File: src/rtl/mmio_pkg.sv
// Shared constants for the MMIO window responder: register offsets, base, status bits
// and the offset decoder used by the top level.
package mmio_pkg;

    localparam logic [7:0]  MMIO_LED      = 8'h00;
    localparam logic [7:0]  MMIO_IN_STAT  = 8'h04;
    localparam logic [7:0]  MMIO_IN_DATA  = 8'h08;
    localparam logic [7:0]  MMIO_OUT_STAT = 8'h0C;
    localparam logic [7:0]  MMIO_OUT_DATA = 8'h10;
    localparam logic [7:0]  MMIO_CYCLE    = 8'h14;

    // Upper CPU address bits selecting the window 0x00007f00-0x00007fff.
    localparam logic [23:0] MMIO_BASE     = 24'h00007f;

    localparam int IN_STAT_NE_BIT   = 0;
    localparam int IN_STAT_CNT_LSB  = 8;
    localparam int OUT_STAT_RDY_BIT = 0;
    localparam int OUT_STAT_OVF_BIT = 1;

    typedef enum logic [2:0] {
        REG_LED,
        REG_IN_STAT,
        REG_IN_DATA,
        REG_OUT_STAT,
        REG_OUT_DATA,
        REG_CYCLE,
        REG_NONE
    } reg_sel_e;

    // Word decode only; the byte lane bits never select a register.
    function automatic reg_sel_e decode_reg(input logic [5:0] word);
        reg_sel_e sel;
        sel = REG_NONE;
        if (word == MMIO_LED[7:2])           sel = REG_LED;
        else if (word == MMIO_IN_STAT[7:2])  sel = REG_IN_STAT;
        else if (word == MMIO_IN_DATA[7:2])  sel = REG_IN_DATA;
        else if (word == MMIO_OUT_STAT[7:2]) sel = REG_OUT_STAT;
        else if (word == MMIO_OUT_DATA[7:2]) sel = REG_OUT_DATA;
        else if (word == MMIO_CYCLE[7:2])    sel = REG_CYCLE;
        return sel;
    endfunction

endpackage

File: src/rtl/mmio_in_fifo.sv
// Synchronous input-stream FIFO: registered pointers and count, combinational head.
module mmio_in_fifo #(
    parameter int DEPTH = 4,
    parameter int W     = 32,
    parameter int CW    = $clog2(DEPTH) + 1
) (
    input  logic          clk,
    input  logic          rst,
    input  logic          push_i,
    input  logic          pop_i,
    input  logic [W-1:0]  din_i,
    output logic [W-1:0]  head_o,
    output logic [CW-1:0] count_o,
    output logic          full_o,
    output logic          empty_o
);
    localparam int AW = $clog2(DEPTH);

    logic [W-1:0]  mem_q [DEPTH];
    logic [AW-1:0] wr_ptr_q, wr_ptr_d;
    logic [AW-1:0] rd_ptr_q, rd_ptr_d;
    logic [CW-1:0] count_q, count_d;
    logic          do_push, do_pop;

    assign full_o  = (count_q == CW'(DEPTH));
    assign empty_o = (count_q == '0);
    assign head_o  = mem_q[rd_ptr_q];
    assign count_o = count_q;

    assign do_push = push_i & ~full_o;
    assign do_pop  = pop_i & ~empty_o;

    always_comb begin
        wr_ptr_d = wr_ptr_q;
        rd_ptr_d = rd_ptr_q;
        count_d  = count_q;
        // DEPTH is a power of two, so natural pointer overflow is the wrap.
        if (do_push) wr_ptr_d = wr_ptr_q + 1'b1;
        if (do_pop)  rd_ptr_d = rd_ptr_q + 1'b1;
        case ({do_push, do_pop})
            2'b10:   count_d = count_q + 1'b1;
            2'b01:   count_d = count_q - 1'b1;
            default: count_d = count_q;
        endcase
    end

    always_ff @(posedge clk) begin
        if (rst) begin
            wr_ptr_q <= '0;
            rd_ptr_q <= '0;
            count_q  <= '0;
        end else begin
            wr_ptr_q <= wr_ptr_d;
            rd_ptr_q <= rd_ptr_d;
            count_q  <= count_d;
        end
    end

    always_ff @(posedge clk) begin
        if (do_push) mem_q[wr_ptr_q] <= din_i;
    end

endmodule

File: src/rtl/mmio_responder.sv
// MMIO window slave: LED register, input FIFO, one-entry output stream, optional cycle
// counter enabled by defining MMIO_CYCLE_CNT_EN.
module mmio_responder
    import mmio_pkg::*;
#(
    parameter int FIFO_DEPTH = 4,
    parameter int LED_W      = 16
) (
    input  logic             clk,
    input  logic             rst,
    input  logic [7:0]       io_addr,
    input  logic [31:0]      io_dout,
    input  logic             io_we,
    input  logic             io_rd,
    output logic [31:0]      io_din,
    output logic [LED_W-1:0] led,
    input  logic             in_valid,
    input  logic [31:0]      in_data,
    output logic             in_ready,
    output logic             out_valid,
    output logic [31:0]      out_data,
    input  logic             out_ready
);
    localparam int CW = $clog2(FIFO_DEPTH) + 1;

    reg_sel_e      sel;
    logic [1:0]    unused_lane;

    logic [LED_W-1:0] led_q, led_d;
    logic          out_valid_q, out_valid_d;
    logic [31:0]   out_data_q, out_data_d;
    logic          ovf_q, ovf_d;

    logic          fifo_push, fifo_pop, fifo_full, fifo_empty;
    logic [31:0]   fifo_head;
    logic [CW-1:0] fifo_count;
    logic          out_wr, out_accept;
    logic [31:0]   cycle_rd;

    assign sel         = decode_reg(io_addr[7:2]);
    assign unused_lane = io_addr[1:0];

    // in_ready is forced low during reset so nothing is pushed into a clearing FIFO.
    assign in_ready  = ~fifo_full & ~rst;
    assign fifo_push = in_valid & in_ready;
    assign fifo_pop  = io_rd & (sel == REG_IN_DATA) & ~fifo_empty;

    mmio_in_fifo #(
        .DEPTH (FIFO_DEPTH),
        .W     (32),
        .CW    (CW)
    ) u_in_fifo (
        .clk     (clk),
        .rst     (rst),
        .push_i  (fifo_push),
        .pop_i   (fifo_pop),
        .din_i   (in_data),
        .head_o  (fifo_head),
        .count_o (fifo_count),
        .full_o  (fifo_full),
        .empty_o (fifo_empty)
    );

    assign out_wr     = io_we & (sel == REG_OUT_DATA);
    assign out_accept = ~out_valid_q | out_ready;

    always_comb begin
        led_d       = led_q;
        out_valid_d = out_valid_q;
        out_data_d  = out_data_q;
        ovf_d       = ovf_q;
        if (io_we && sel == REG_LED) led_d = io_dout[LED_W-1:0];
        if (io_we && sel == REG_OUT_STAT) ovf_d = 1'b0;
        // A same-cycle accepted write reloads the slot the consumer is draining.
        if (out_wr && out_accept) begin
            out_valid_d = 1'b1;
            out_data_d  = io_dout;
        end else begin
            if (out_wr) ovf_d = 1'b1;
            if (out_valid_q && out_ready) out_valid_d = 1'b0;
        end
    end

    always_ff @(posedge clk) begin
        if (rst) begin
            led_q       <= '0;
            out_valid_q <= 1'b0;
            out_data_q  <= '0;
            ovf_q       <= 1'b0;
        end else begin
            led_q       <= led_d;
            out_valid_q <= out_valid_d;
            out_data_q  <= out_data_d;
            ovf_q       <= ovf_d;
        end
    end

`ifdef MMIO_CYCLE_CNT_EN
    logic [31:0] cycle_q, cycle_d;

    assign cycle_d  = (io_we && sel == REG_CYCLE) ? 32'd0 : cycle_q + 32'd1;
    assign cycle_rd = cycle_q;

    always_ff @(posedge clk) begin
        if (rst) cycle_q <= '0;
        else     cycle_q <= cycle_d;
    end
`else
    assign cycle_rd = 32'd0;
`endif

    always_comb begin
        io_din = 32'd0;
        case (sel)
            REG_LED:      io_din = 32'(led_q);
            REG_IN_STAT: begin
                io_din[IN_STAT_NE_BIT] = ~fifo_empty;
                io_din[IN_STAT_CNT_LSB +: CW] = fifo_count;
            end
            REG_IN_DATA:  io_din = fifo_empty ? 32'd0 : fifo_head;
            REG_OUT_STAT: begin
                io_din[OUT_STAT_RDY_BIT] = ~out_valid_q;
                io_din[OUT_STAT_OVF_BIT] = ovf_q;
            end
            REG_OUT_DATA: io_din = out_data_q;
            REG_CYCLE:    io_din = cycle_rd;
            default:      io_din = 32'd0;
        endcase
    end

    assign led       = led_q;
    assign out_valid = out_valid_q;
    assign out_data  = out_data_q;

endmodule

File: config.mk
export PLATFORM = sky130hd
export DESIGN_NAME = mmio_responder
export DESIGN_NICKNAME = d
export VERILOG_FILES = /design/src/rtl/mmio_pkg.sv /design/src/rtl/mmio_in_fifo.sv /design/src/rtl/mmio_responder.sv
export SDC_FILE = /design/constraint.sdc
export NUM_CORES = 1
export LEC_CHECK = 0
export CAP_MARGIN = 20
export CORE_MARGIN = 4
export CORE_UTILIZATION = 35
export CTS_CLUSTER_SIZE = 14
export DETAILED_ROUTE_END_ITERATION = 10
export SYNTH_ARGS = -nofsm -noshare
export SYNTH_HDL_FRONTEND = slang
export SYNTH_SLANG_ARGS = --single-unit
File: constraint.sdc
create_clock -name clk -period 7.45 [get_ports clk]
set_clock_uncertainty 0.05 [all_clocks]
set_input_delay 1.49 -clock clk [delete_from_list [all_inputs] [get_ports clk]]
set_output_delay 1.49 -clock clk [all_outputs]
set_load 0.005 [all_outputs]
---- Yosys cells after proc, flatten, opt, wreduce, memory -nomap -nowiden ----
Memory sizes are Yosys's and may differ from the RTL's. A register that Yosys moved wholly into a read port is not among the register bits.
Index checks and enable logic that the tools add are counted.
storage, ports and cells
  bits in registers ....................... 57
  latch bits .............................. 0
  bits in writable memories ............... 128
  bits in read-only memories .............. 0
  word-level logic and storage cells ...... 67
  memories ................................ 1
memory list
  memory           words  width  read ports  clocked after memory_dff  wr ports  line                RTL
  u_in_fifo.mem_q  4      32     1           1                         1         mmio_in_fifo.sv:19  logic [W-1:0] mem_q [DEPTH];
operators by class
  add/subtract/negate cells ............... 4
  multiply operators ...................... 0
  divide/modulo/power cells ............... 0
  order comparisons ....................... 0
  eq/ne operators ......................... 12
  shifts and indexed selects .............. 0
  mux-type cells .......................... 22
  bitwise logic cells ..................... 12
  reductions and logical operators ........ 9
operator list
  operator             number
  $pmux 21 s3          1
  $mux 32              1
  $pmux 6 s3           1
  $eq 6x2->1 const B   2
  $eq 6x3->1 const B   2
  $mux 3               4
  $pmux 3 s4           1
  $mux 2               4
  $and 1x1->1          7
  $mux 1               7
  $eq 3x2->1 const B   2
  $eq 3x3->1 const B   2
  $eq 6x1->1 const B   1
  $logic_not 3->1      2
  $logic_not 6->1      1
  $pmux 3 s2           1
  $pmux 1 s5           1
  $add 2x1->2 const B  2
  $logic_and 1x1->1    4
  $not 1->1            4
  $pmux 1 s4           1
  $reduce_bool 2->1    2
  $add 3x1->3 const B  1
  $eq 3x1->1 const B   1
  4 further kinds      4

---- Depth between registers and ports, before layout ----
  word-level depth ........................ 13
  depth in mapped cells ................... 8
  mapped depth without buffers ............ 8

---- By module ----
Synthesis repeated with hierarchy kept, for this count alone.
second synthesis, totals
  cell total of the unflattened synthesis .. 507
  area, all modules ....................... 7936.4 µm²
by module, submodules not included
  module          times used  cells each  area each (µm²)  sequential area each (µm²)
  mmio_in_fifo    1           221         5143.7           4023.9
  mmio_responder  1           286         2792.7           1001.0

---- Worst setup path before layout ----
OpenSTA, ideal clock, no wires.
  kind .................................... input to output
  start ................................... input io_addr[5]
  end ..................................... output io_din[12]
  arrival ................................. 2.810 ns
  data required time ...................... 5.910 ns
  path slack .............................. 3.100 ns
  stages on the path ...................... 5
  buffers on the path ..................... 1
  path through ............................ or4_4 nor4b_4 buf_2 a222oi_1 inv_1
between the ends
  longest elaborated chain between the ends .. 9
  elaborated cells between the ends (all ways) .. 16
RTL lines
  element                             line                   RTL
  start, declared                     mmio_responder.sv:11   input logic [7:0] io_addr,
  $eq 6x3->1                          mmio_pkg.sv:39         else if (word == MMIO_CYCLE[7:2]) sel = REG_CYCLE;
  $mux 2                              mmio_pkg.sv:39
  $mux 2                              mmio_pkg.sv:38         else if (word == MMIO_OUT_DATA[7:2]) sel = REG_OUT_DATA;
  $mux 3                              mmio_pkg.sv:37         else if (word == MMIO_OUT_STAT[7:2]) sel = REG_OUT_STAT;
  $mux 3                              mmio_pkg.sv:36         else if (word == MMIO_IN_DATA[7:2]) sel = REG_IN_DATA;
  $mux 3                              mmio_pkg.sv:35         else if (word == MMIO_IN_STAT[7:2]) sel = REG_IN_STAT;
  $mux 3 *                            mmio_pkg.sv:34         if (word == MMIO_LED[7:2]) sel = REG_LED;
  $eq 3x3->1 (tied with other cells)  mmio_responder.sv:114  case (sel)
  $pmux 21 s3 *                       mmio_responder.sv:114
  end, declared                       mmio_responder.sv:15   output logic [31:0] io_din,
Every way passes the cells marked *; elsewhere a longest branch is shown, timed or not.

---- Worst setup path in the final report ----
  start ................................... input io_addr[2]
  end ..................................... output io_din[11]
Same word-level chain as after synthesis.

==> impl_metrics.toml <==
[synth]
yosys_register_bits = 187
syn_area_mm2 = 0.00736
ys_async_sr_fraction_pct = 0
synth_adder_area_share_pct = 1.12
synth_edf_count = 128
syn_inst = 482
yosysSeqAreaShare_pct = 68.2
synth_top_family_by_area = "multiplexers"
muxShareOfSynthArea_pct = 14.3
synth_top_area_share_pct = 52.2
synth_compound_area_share_pct = 6.27
ys_top_cells_by_count = "128 x edfxtp_1, 59 x dfxtp_1, 40 x nor2_1"
ys.flop_type = "edfxtp_1"
synth_nets = 566
synth_xor_area_share_pct = 0.357
yosysMostFrequentCell = "edfxtp_1"
synthSimpleGateAreaFrac_pct = 7.05
synthDistinctLibCells = 37
avgSynthCellArea_um2 = 15.3
ys_warn_count = 0
yosys.area.top_type = "edfxtp_1"
yosys-top-cells-area = "edfxtp_1 52%, dfxtp_1 16%, mux4_2 9.8%"

[detailed_routing]
routed_wl_um = 18400
drtIter0Drc = 355
firstDrtPassIters = 7
vias_per_cell = 5.15
wl_per_cell_um = 20.1
num_vias = 4715
ant_nets = 0
drc = 0

[floorplanning]
chipWidth_um = 153
start_util_pct = 35.9
core_mm2 = 0.0205
fp-row-count = 52
ioPinCount = 160
die_h_um = 153
die_area_mm2 = 0.0234

[critical_path]
crit_chain = "clkdlybuf4s50_1 > nor3b_1 > and2_2 > a222oi_1 > inv_1 > clkdlybuf4s50_1"
r2r-start = "u_in_fifo.count_o[2]"
timing.rr.end = "u_in_fifo.count_o[2]"
critPathSlowestCell = "and2_2"
reg2reg_slack_ps = 4500
path_common_cell = "clkdlybuf4s50_1"
start_kind = "input pin"
cp_top_family = "buffers and inverters"
ff2ff_path_depth = 9
crit_type = "in2out"
cp-startpoint = "io_addr[2]"
worst-path-buf-inv = 3
cp.arrival_ps = 4140
cp.required_ps = 5910
end_kind = "output pin"
slowest_delay_ps = 750
path_max_fanout = 32

[grt]
grt_pass1_wl_um = 28600
grt_max_degree = 34
antenna_found_initial = 1
track_usage_pct = 15.8
overflow = 0
grt_pass1_vias = 4999

[place]
dpl_cell_area_mm2 = 0.00919
port_buffers = 157
dp_hpwl_um = 11600
routabilityCongestion = 0.733

[layout]
multiInputGateArea_mm2 = 0.00215
drive_gt1_share_pct = 12.1
fin_util_pct = 47.5
finish.instance_area_mm2 = 0.00974
seqCellArea_mm2 = 0.00503
area_delta_synth_final_pct = 32.2
fillers = 1771
nets = 716
diodes = 0

[clock_tree]
cts_buffer_depth = 2
cts_resized = 0
post_cts_buffers = 0
postCtsHoldBufs = 0
tritoncts = "yes"
ctsHtreeMaxLevel = 4
cts_sinks = 187
numCtsBuffers = 17
cts-root-buf = "clkbuf_16"
clock_latency_ps = 420
clkTransAtPathRegs_ps = 60

[run_status]
status = "completed"

[sta]
setup_tns_ps = 0
hold_violations = 0
timing.fmax_mhz = 176
finalCritPeriodShare_pct = 76.3
finalSetupViolations = 0
whs_ps = 430
slew_violations = 0
min_period_ps = 5680
worstMarginPinSlew_ps = 1020
grt_setup_unrepaired = "false"
timing.slew.headroom_pct = 32.0

[min_path]
holdPathEnd = "led[1]"
hp-class = "reg2reg"
hold_depth = 2
min_from = "led[1]"

[run]
maxCapViolCount = 0

[power]
power.leakage_uw = 0.00344
power_uw = 2090
powerDensity_mw_per_mm2 = 215
vdd.ir_drop.worst_v = 0.000151
==> where the power goes <==
group	leakage (µW)	total [µW]	switching, µW	internal [µW]
clock	0.000267	850	381	469
sequential	0.00164	1140	6.58	1130
combinational	0.00153	105	49.8	54.8
total	0.00344	2090	437	1650
==> cell type report <==
class                      instances  area share (%)
multi-input combinational        247            22.1
inverter                          16           0.617
clock inverter                    11           0.989
timing repair buffer             163            16.6
clock buffer                      21            4.63
tap                              270            3.47
sequential                       187            51.6
==> tightest hold or removal path, delay by kind of cell, from the launching register on <==
family	cells	cell delay [ps]
AOI/OAI and AO/OA	1	50
and+or+nand+nor	1	60
DFF	1	320
==> layer usage <==
layer	track usage, %	part of all wire (%)
met5	0	0.060
met4	4.03	0.71
met3	5.99	7.8
met2	26.4	50
met1	19.4	41
==> placed cells by master, fill, tap and decap left out, types with 2 or more instances in the layout <==
cell	Yosys	routed
inv_1	16	16
clkdlybuf4s50_1	0	156
clkbuf_1	17	3
a22oi_1	3	3
clkinvlp_4	0	2
xnor2_1	2	2
o31ai_1	2	2
nand4_1	3	3
o21ai_0	5	5
nor2_1	40	40
buf_4	1	6
a222oi_1	12	12
clkinv_2	0	5
mux4_2	32	32
nor3_1	2	2
edfxtp_1	128	128
clkbuf_16	0	17
nand3_1	21	21
a211oi_1	2	2
a22o_1	16	16
inv_6	0	2
dfxtp_1	59	57
nand2_1	28	28
mux2i_1	33	33
nand2b_1	2	2
and2_2	0	5
a21oi_1	20	20
nor3b_1	2	2
ha_1	5	5
dfxtp_2	0	2
==> cells by family after synthesis <==
family	after synthesis
flip-flops	187
AND/OR/NAND/NOR	110
multiplexers	65
AO/OA/AOI/OAI	63
buffers and inverters	48
adder cells (fa/ha/maj)	6
XOR/XNOR	3
==> worst max-delay path by stage <==
stage                      end  slack, ps  cells past startpoint
global placement    io_din[11]       1810                      6
floorplan           io_din[12]       3100                      5
detailed placement  io_din[11]       1750                      6
finish              io_din[11]       1770                      6
CTS                 io_din[11]       1740                      6
global route        io_din[11]       1600                      6
==> metrics by stage <==
stage / setup WS, ps / instances
2_1_floorplan: 3100 / 482
3_3_place_gp: 1810 / 883
3_5_place_dp: 1750 / 883
4_1_cts: 1740 / 915
5_1_grt: 1600 / 915
6_report: 1770 / 915
==> registers in the layout, indices dropped and copies added (netlist names), named ones only <==
signal,flops
out_valid,1
u_in_fifo.mem_q,128
led,16
ovf_q,1
u_in_fifo.wr_ptr_q,2
out_data,32
u_in_fifo.count_o,3
u_in_fifo.rd_ptr_q,2
No activity file was read; power rests on OpenSTA's default activity.
